<file path="config.mk">
export PLATFORM = sky130hd
export DESIGN_NAME = fetch_ctrl
export DESIGN_NICKNAME = d
export VERILOG_FILES = /design/src/rtl/fetch_pkg.sv /design/src/rtl/fetch_fifo.sv /design/src/rtl/fetch_ctrl.sv
export SDC_FILE = /design/constraint.sdc
export NUM_CORES = 1
export LEC_CHECK = 0
export ABC_CLOCK_PERIOD_IN_PS = 4080
export BUFFER_PORTS_ARGS = -buffer_cell sky130_fd_sc_hd__buf_2
export CAP_MARGIN = 15
export CORE_MARGIN = 5
export CORE_UTILIZATION = 34
export DETAILED_ROUTE_END_ITERATION = 12
export HOLD_SLACK_MARGIN = 0.12
export PLACE_DENSITY = 0.58
export SYNTH_ARGS = -nofsm -noshare
export SYNTH_HDL_FRONTEND = slang
export SYNTH_HIERARCHICAL = 1
export SYNTH_SLANG_ARGS = --single-unit
</file>
<file path="constraint.sdc">
create_clock -name clk -period 4.08 [get_ports clk]
set_input_delay 0.408 -clock clk [delete_from_list [all_inputs] [get_ports clk]]
set_output_delay 0.408 -clock clk [all_outputs]
set_load 0.03 [all_outputs]
</file>
<file path="src/rtl/fetch_pkg.sv">
// Shared types for the instruction-fetch unit.
// Imported by fetch_ctrl and fetch_fifo.
package fetch_pkg;

  typedef enum logic {
    S_REQ,
    S_WAIT
  } fetch_state_e;

  localparam int PC_INC      = 4;
  localparam int DEF_PC_W    = 8;
  localparam int DEF_INSTR_W = 32;

  typedef struct packed {
    logic [DEF_PC_W-1:0]    pc;
    logic [DEF_INSTR_W-1:0] instr;
  } fetch_entry_t;

endpackage

</file>
<file path="src/rtl/fetch_fifo.sv">
// First-word fall-through sync FIFO with flush.
// Push and pop may coincide at any fill level.
module fetch_fifo
  import fetch_pkg::*;
#(
  parameter int DEPTH = 2,
  parameter int W     = 40
) (
  input  logic                   clk,
  input  logic                   rst,
  input  logic                   flush,
  input  logic                   push,
  input  logic [W-1:0]           push_data,
  input  logic                   pop,
  output logic [W-1:0]           pop_data,
  output logic [$clog2(DEPTH):0] count,
  output logic                   full,
  output logic                   empty
);

  localparam int AW = $clog2(DEPTH);
  localparam logic [AW:0] FULL_CNT = (AW+1)'(DEPTH);

  logic [AW-1:0] wr_ptr_q, wr_ptr_d;
  logic [AW-1:0] rd_ptr_q, rd_ptr_d;
  logic [AW:0]   count_q, count_d;
  logic [W-1:0]  mem_q [DEPTH];
  logic          do_push, do_pop;

  assign empty    = (count_q == '0);
  assign full     = (count_q == FULL_CNT);
  assign count    = count_q;
  assign pop_data = mem_q[rd_ptr_q];

  assign do_pop  = pop && !empty;
  assign do_push = push && !flush
                && (!full || do_pop);

  always_comb begin
    wr_ptr_d = wr_ptr_q;
    rd_ptr_d = rd_ptr_q;
    count_d  = count_q;
    if (flush) begin
      wr_ptr_d = '0;
      rd_ptr_d = '0;
      count_d  = '0;
    end else begin
      if (do_push) wr_ptr_d = wr_ptr_q + AW'(1);
      if (do_pop)  rd_ptr_d = rd_ptr_q + AW'(1);
      count_d = count_q
              + (AW+1)'(do_push)
              - (AW+1)'(do_pop);
    end
  end

  always_ff @(posedge clk) begin
    if (rst) begin
      wr_ptr_q <= '0;
      rd_ptr_q <= '0;
      count_q  <= '0;
    end else begin
      wr_ptr_q <= wr_ptr_d;
      rd_ptr_q <= rd_ptr_d;
      count_q  <= count_d;
    end
  end

  always_ff @(posedge clk) begin
    if (do_push) mem_q[wr_ptr_q] <= push_data;
  end

  // Credit accounting upstream must make this impossible.
  a_no_overflow: assert property (
    @(posedge clk) disable iff (rst)
    !(push && full && !pop)
  );

endmodule

</file>
<file path="src/rtl/fetch_ctrl.sv">
// Fetch sequencer: owns the fetch PC, runs the
// imem handshake and buffers results toward decode.
module fetch_ctrl
  import fetch_pkg::*;
#(
  parameter int              PC_W       = 8,
  parameter int              INSTR_W    = 32,
  parameter int              FIFO_DEPTH = 2,
  parameter logic [PC_W-1:0] RESET_PC   = '0
) (
  input  logic               clk,
  input  logic               rst,
  input  logic               redirect_valid,
  input  logic [PC_W-1:0]    redirect_addr,
  output logic               imem_req,
  output logic [PC_W-1:0]    imem_addr,
  input  logic               imem_gnt,
  input  logic               imem_rvalid,
  input  logic [INSTR_W-1:0] imem_rdata,
  output logic               out_valid,
  input  logic               out_ready,
  output logic [PC_W-1:0]    out_pc,
  output logic [INSTR_W-1:0] out_instr
);

  localparam int CNT_W = $clog2(FIFO_DEPTH) + 1;
  localparam int ENT_W = PC_W + INSTR_W;

  fetch_state_e      state_q, state_d;
  logic [PC_W-1:0]   pc_q, pc_d;
  logic [PC_W-1:0]   inflight_pc_q, inflight_pc_d;
  logic              drop_q, drop_d;

  logic              push, pop, flush;
  logic              inflight, has_credit;
  logic [CNT_W-1:0]  fifo_count;
  logic              fifo_full, fifo_empty;
  logic [ENT_W-1:0]  push_data, pop_data;

  assign inflight   = (state_q == S_WAIT);
  assign has_credit =
    (int'(fifo_count) + int'(inflight)) < FIFO_DEPTH;

  assign imem_addr = pc_q;
  assign push_data = {inflight_pc_q, imem_rdata};
  assign out_valid = !fifo_empty;
  assign pop       = out_valid && out_ready;
  assign out_pc    = pop_data[ENT_W-1 -: PC_W];
  assign out_instr = pop_data[INSTR_W-1:0];

  always_comb begin
    state_d       = state_q;
    pc_d          = pc_q;
    inflight_pc_d = inflight_pc_q;
    drop_d        = drop_q;
    imem_req      = 1'b0;
    push          = 1'b0;
    flush         = 1'b0;
    unique case (state_q)
      S_REQ: begin
        imem_req = has_credit
                && !redirect_valid
                && !rst;
        if (imem_req && imem_gnt) begin
          state_d       = S_WAIT;
          inflight_pc_d = pc_q;
          pc_d          = pc_q + PC_W'(PC_INC);
        end
      end
      S_WAIT: begin
        if (imem_rvalid) begin
          state_d = S_REQ;
          push    = !drop_q && !redirect_valid;
          drop_d  = 1'b0;
        end
      end
      default: state_d = S_REQ;
    endcase
    // Redirect wins: kill buffered work and any
    // response still outstanding after this cycle.
    if (redirect_valid) begin
      pc_d  = redirect_addr;
      flush = 1'b1;
      if (inflight && !imem_rvalid) drop_d = 1'b1;
    end
  end

  always_ff @(posedge clk) begin
    if (rst) begin
      state_q       <= S_REQ;
      pc_q          <= RESET_PC;
      inflight_pc_q <= RESET_PC;
      drop_q        <= 1'b0;
    end else begin
      state_q       <= state_d;
      pc_q          <= pc_d;
      inflight_pc_q <= inflight_pc_d;
      drop_q        <= drop_d;
    end
  end

  fetch_fifo #(
    .DEPTH (FIFO_DEPTH),
    .W     (ENT_W)
  ) u_fifo (
    .clk       (clk),
    .rst       (rst),
    .flush     (flush),
    .push      (push),
    .push_data (push_data),
    .pop       (pop),
    .pop_data  (pop_data),
    .count     (fifo_count),
    .full      (fifo_full),
    .empty     (fifo_empty)
  );

endmodule

</file>
# ---- Yosys cells after proc, flatten, opt, wreduce, memory -nomap -nowiden
# Memories as Yosys holds them, arrays and structs flattened. A register that Yosys moved wholly into a read port is not among the register bits.
# Index checks and enable logic that the tools add are counted.
# Widths: inputs -> output; s select.
dict set report word_totals {
  latchBits 0
  n_memories 1
  register_bits 22
  elab_cells 58
  mem_bits_rw 80
  romBits 0
}
dict set report classes {
  eq_ne 2
  muxes 18
  order_cmp 1
  n_div 0
  n_reduce_logical 22
  add_sub_neg 6
  shifts 0
  multipliers 0
  bitwise_logic 1
}
# name depth word_bits read_ports rd_clocked_by_memory_dff write_ports line_no
set mem_list {}
lappend mem_list {u_fifo.mem_q 2 40 1 1 1 fetch_fifo.sv:27} ;# logic [W-1:0] mem_q [DEPTH];
# operator count
set ops {}
lappend ops {{$mux 8} 3}
lappend ops {{$mux 1} 14}
lappend ops {{$logic_and 1x1->1} 9}
lappend ops {{$add 8x3->8 const B} 1}
lappend ops {{$logic_not 1->1} 7}
lappend ops {{$reduce_and 2->1} 2}
lappend ops {{$add 2x1->3} 1}
lappend ops {{$lt 3x2->1 const B} 1}
lappend ops {{$add 1x1->1 const B} 2}
lappend ops {{$add 2x1->2} 1}
lappend ops {{$eq 2x2->1 const B} 1}
lappend ops {{$logic_not 2->1} 1}
lappend ops {{$ne 2x2->1 const B} 1}
lappend ops {{$pmux 1 s2} 1}
lappend ops {{$reduce_bool 2->1} 1}
lappend ops {{$reduce_or 2->1} 1}
lappend ops {{$sub 2x1->2} 1}
lappend ops {{$logic_or 1x1->1} 1}
lappend ops {{$not 1->1} 1}

# ---- Longest topological paths before layout
dict set report depth {
  word_depth 8
  depth_mapped 9
}

# ---- Cells and area by module
# Netlist, hierarchy kept.
# module instances cells_per_inst area_each_um2 seq_area_each_um2
set modules_own_cells {}
lappend modules_own_cells {fetch_fifo 1 158 3144.3 2502.4}
lappend modules_own_cells {fetch_ctrl 1 95 783.3 360.3}

# ---- Least setup slack after synthesis
# Ideal clock, no wire load.
dict set report synth_path {
  path_kind {input to register}
  start {input redirect_valid}
  end {memory u_fifo.mem_q[0][0] (enable)}
  path_stages 5
  arrival_time_ns 2.854
  required_time_ns 3.643
  n_path_buf 1
  setup_slack_ns 0.788
  cell_sequence {buf_1 > nor3_1 > and2b_1 > o21ai_2 > nor2_1}
}
dict set report synth_via {
  elab_chain_len 8
  word_cells_on_any_way 10
  cone_classes {mux: 5; reduce/logical: 5}
}
# item line_no
set synth_rtl {}
lappend synth_rtl {{from (decl)} fetch_ctrl.sv:13} ;# input logic redirect_valid,
lappend synth_rtl {{$logic_not 1->1} fetch_ctrl.sv:73} ;# push = !drop_q && !redirect_valid;
lappend synth_rtl {{$logic_and 1x1->1} fetch_ctrl.sv:73}
lappend synth_rtl {{$mux 1} fetch_ctrl.sv:71} ;# if (imem_rvalid) begin
lappend synth_rtl {{$mux 1} fetch_ctrl.sv:59} ;# unique case (state_q)
lappend synth_rtl {{named net push} fetch_ctrl.sv:34} ;# logic push, pop, flush;
lappend synth_rtl {{$logic_and 1x1->1} fetch_fifo.sv:36} ;# assign do_push = push && !flush
lappend synth_rtl {{$logic_and 1x1->1} fetch_fifo.sv:37} ;# && (!full || do_pop);
lappend synth_rtl {{$mux 1} fetch_fifo.sv:69} ;# if (do_push) mem_q[wr_ptr_q] <= push_data;
lappend synth_rtl {{$mux 1 (implied by the code)} fetch_fifo.sv:69}
lappend synth_rtl {{to (decl)} fetch_fifo.sv:27}
# The timed path passes the listed nets, and every way through them passes these cells.

# ---- Worst setup path in the final report
dict set report layout_path {
  start {register state_q (netlist: inflight)}
  end {memory u_fifo.mem_q[0][39] (enable)}
}
dict set report layout_via {
  elab_chain_len 5
}
# item line_no
set layout_rtl {}
lappend layout_rtl {{from (decl)} fetch_ctrl.sv:29} ;# fetch_state_e state_q, state_d;
lappend layout_rtl {{from (signal assigned)} fetch_ctrl.sv:95} ;# state_q <= state_d;
lappend layout_rtl {{$mux 1} fetch_ctrl.sv:59}
lappend layout_rtl {{named net push} fetch_ctrl.sv:34}
lappend layout_rtl {{$logic_and 1x1->1} fetch_fifo.sv:36}
lappend layout_rtl {{$logic_and 1x1->1} fetch_fifo.sv:37}
lappend layout_rtl {{$mux 1} fetch_fifo.sv:69}
lappend layout_rtl {{$mux 1 (implied by the code)} fetch_fifo.sv:69}
# The timed path passes the listed nets, and every way through them passes these cells.

==> reports/results.tsv <==
stage	metric	value	unit
critical_path	critPathSlowestCell	nor2_4	
power	p_leak	1.76	nW
critical_path	reg2reg_depth	6	
critical_path	crit_buf_inv	1	
placement	dp_cells	481	
clock_tree	cts_root_buffer	clkbuf_16	
global_routing	grt_pass1_vias	2456	
clock_tree	post_cts_resized	0	
cells_and_area	fin_nets	397	
floorplanning	die_width	117	um
critical_path	crit_type	flop to flop	
clock_tree	clk_latency	0.33	ns
cells_and_area	final_common_cell	buf_2	
drt	first_pass_iters	4	
floorplanning	start_util	0.345	
synth	syn_area_per_cell	15.6	um2
drt	wl_per_cell	15.2	um
drt	drtIter0Drc	87	
timing	rsz0062_at_grt	false	
clock_tree	numCtsBuffers	9	
critical_path	worstPathArrival	2.40	ns
power	vdd_drop_max	202	uV
floorplanning	die_area	13800	um2
timing	setup_viol	0	
drt	num_vias	2313	
cells_and_area	area_delta_synth_final	23.9	%
power	clkPwrFrac	0.403	
critical_path	critPathRequiredTime	4.10	ns
power	p_per_area	422	nW/um2
synth	synth_area	3920	um2
timing	fin_crit_sh	0.585	
min_path	hold_class	input pin to flop	
global_routing	grt_max_degree	41	
global_routing	grt_first_pass_wirelength	12400	um
clock_tree	h-tree-depth	3	
floorplanning	die_h	117	um
cells_and_area	ff_latch_area	2860	um2
cells_and_area	final_cell_mix	buf_2, edfxtp_1, mux2_2	
critical_path	crit_path_cell_trace	nand2_1, nor3_1, and2b_1, o21ai_2, nor2_4, buf_4	
clock_tree	tritoncts	built	
placement	dp_hpwl	5270	um
drt	postRouteAntennaNets	0	
power	switchingPower	0.454	mW
cells_and_area	fill_cells	1099	
cells_and_area	multi_input_area	1000	um2
floorplanning	core	11400	um2
power	swShare	0.221	
clock_tree	cts_sinks	103	
timing	tightest_slew	0.971	ns
synth	syn_inst	252	
cells_and_area	drive_above_1_share	0.432	
run_status	status	finished, final reports clean	
timing	hold_viol	0	
synth	synth_nets	300	
power	internal_power	1.60	mW
critical_path	crit_path_max_fanout	24	
clock_tree	cts_buffer_depth	2	
min_path	hold-path-endpoint	u_fifo/mem_q[0][9]$_DFFE_PP_	
drt	drc	0	
floorplanning	rows	39	
power	combPwrFrac	0.040	
cells_and_area	diodes	0	
cells_and_area	layoutNonFillerInstCount	497	
timing	period_minus_slack	2.39	ns
floorplanning	ioPinCount	96	
min_path	hold_depth	1	
min_path	min_from	imem_rdata[9]	
clock_tree	postCtsSetupBuffers	0	
timing	setup-tns-final	0	ns
placement	place_area	4560	um2
critical_path	end_kind	flop	
critical_path	cp_slowest_stage_delay	0.56	ns
timing	fin_skew	0.00636	ns
drt	drt-total-wl	7530	um
critical_path	crit_family	simple AND/OR/NAND/NOR gates	
timing	slew_viol_final	0	
global_routing	gr-total-overflow	0	
drt	vias_per_cell	4.65	
synth	ys_warn_count	6	
placement	gp_congestion	0.813	
critical_path	r2r-start	inflight$_SDFF_PP0_	
timing	relSlewSlack	0.353	
global_routing	antenna_found_initial	0	
power	p_seq_frac	0.558	
critical_path	r2r_slack	1.69	ns
critical_path	start_kind	flop	
critical_path	r2r_end	u_fifo/mem_q[0][39]$_DFFE_PP_	
clock_tree	cts.clk_slew.worst_paths	0.08	ns
timing	fmax	0.419	GHz
placement	port_buffers	95	
global_routing	track_usage	0.111	
cells_and_area	stdcell_area	4860	um2
clock_tree	ctsHoldBuffers	0	
run	maxCapViolCount	0	
routing by layer:
layer / up-vias / global-route usage / part of all wire
li1: 1145 / - / -
met1: 1092 / 0.148 / 0.47
met2: 72 / 0.170 / 0.45
met3: 4 / 0.0390 / 0.065
met4: 0 / 0.0326 / 0.0050
met5: - / 0 / 0
stage by stage:
| stage | hold WS (ns) | utilization | setup slack [ns] | power (mW) |
|---|---|---|---|---|
| floorplan | 0.419 | - | 0.788 | 1.21 |
| global placement | 0.434 | 0.401 | 1.50 | 1.25 |
| detailed placement | 0.443 | 0.401 | 1.45 | 1.25 |
| CTS | 0.237 | 0.427 | 1.66 | 2.08 |
| global route | 0.241 | 0.427 | 1.54 | 2.13 |
| finish | 0.252 | 0.427 | 1.69 | 2.05 |
cell type report:
class / count / area share
sequential: 103 / 0.589
multi-input combinational: 131 / 0.206
timing repair buffer: 97 / 0.101
clock buffer: 9 / 0.0463
tap: 143 / 0.0368
clock inverter: 7 / 0.0149
inverter: 7 / 0.00541
flip-flops by register name, indices dropped and copies added (netlist names), named ones only:
| register | cells |
|---|---|
| imem_addr | 8 |
| inflight | 1 |
| inflight_pc_q | 8 |
| u_fifo/count | 2 |
| u_fifo/mem_q | 80 |
| u_fifo/rd_ptr_q | 1 |
| u_fifo/wr_ptr_q | 1 |
power groups by stage:
stage               Clock [mW]  Combinational [mW]  Sequential [mW]
floorplan                    0              0.0318             1.18
global placement             0              0.0813             1.17
detailed placement           0              0.0829             1.17
CTS                      0.855              0.0832             1.14
global route             0.896              0.0913             1.15
finish                   0.826              0.0819             1.14
worst max-delay path by stage:
stage | start | cells after the start | endpoint | slack, ns
final | inflight$_SDFF_PP0_ | 6 | u_fifo/mem_q[0][39]$_DFFE_PP_ | 1.69
after global routing | inflight$_SDFF_PP0_ | 6 | u_fifo/mem_q[1][20]$_DFFE_PP_ | 1.54
after CTS | u_fifo/count[1]$_SDFF_PP0_ | 3 | imem_req | 1.66
after detailed placement | redirect_valid | 6 | u_fifo/mem_q[0][31]$_DFFE_PP_ | 1.45
after global placement | redirect_valid | 6 | u_fifo/mem_q[0][32]$_DFFE_PP_ | 1.50
after floorplan | redirect_valid | 5 | u_fifo/mem_q[0][0]$_DFFE_PP_ | 0.79
Power figures use the tool's default switching activity.
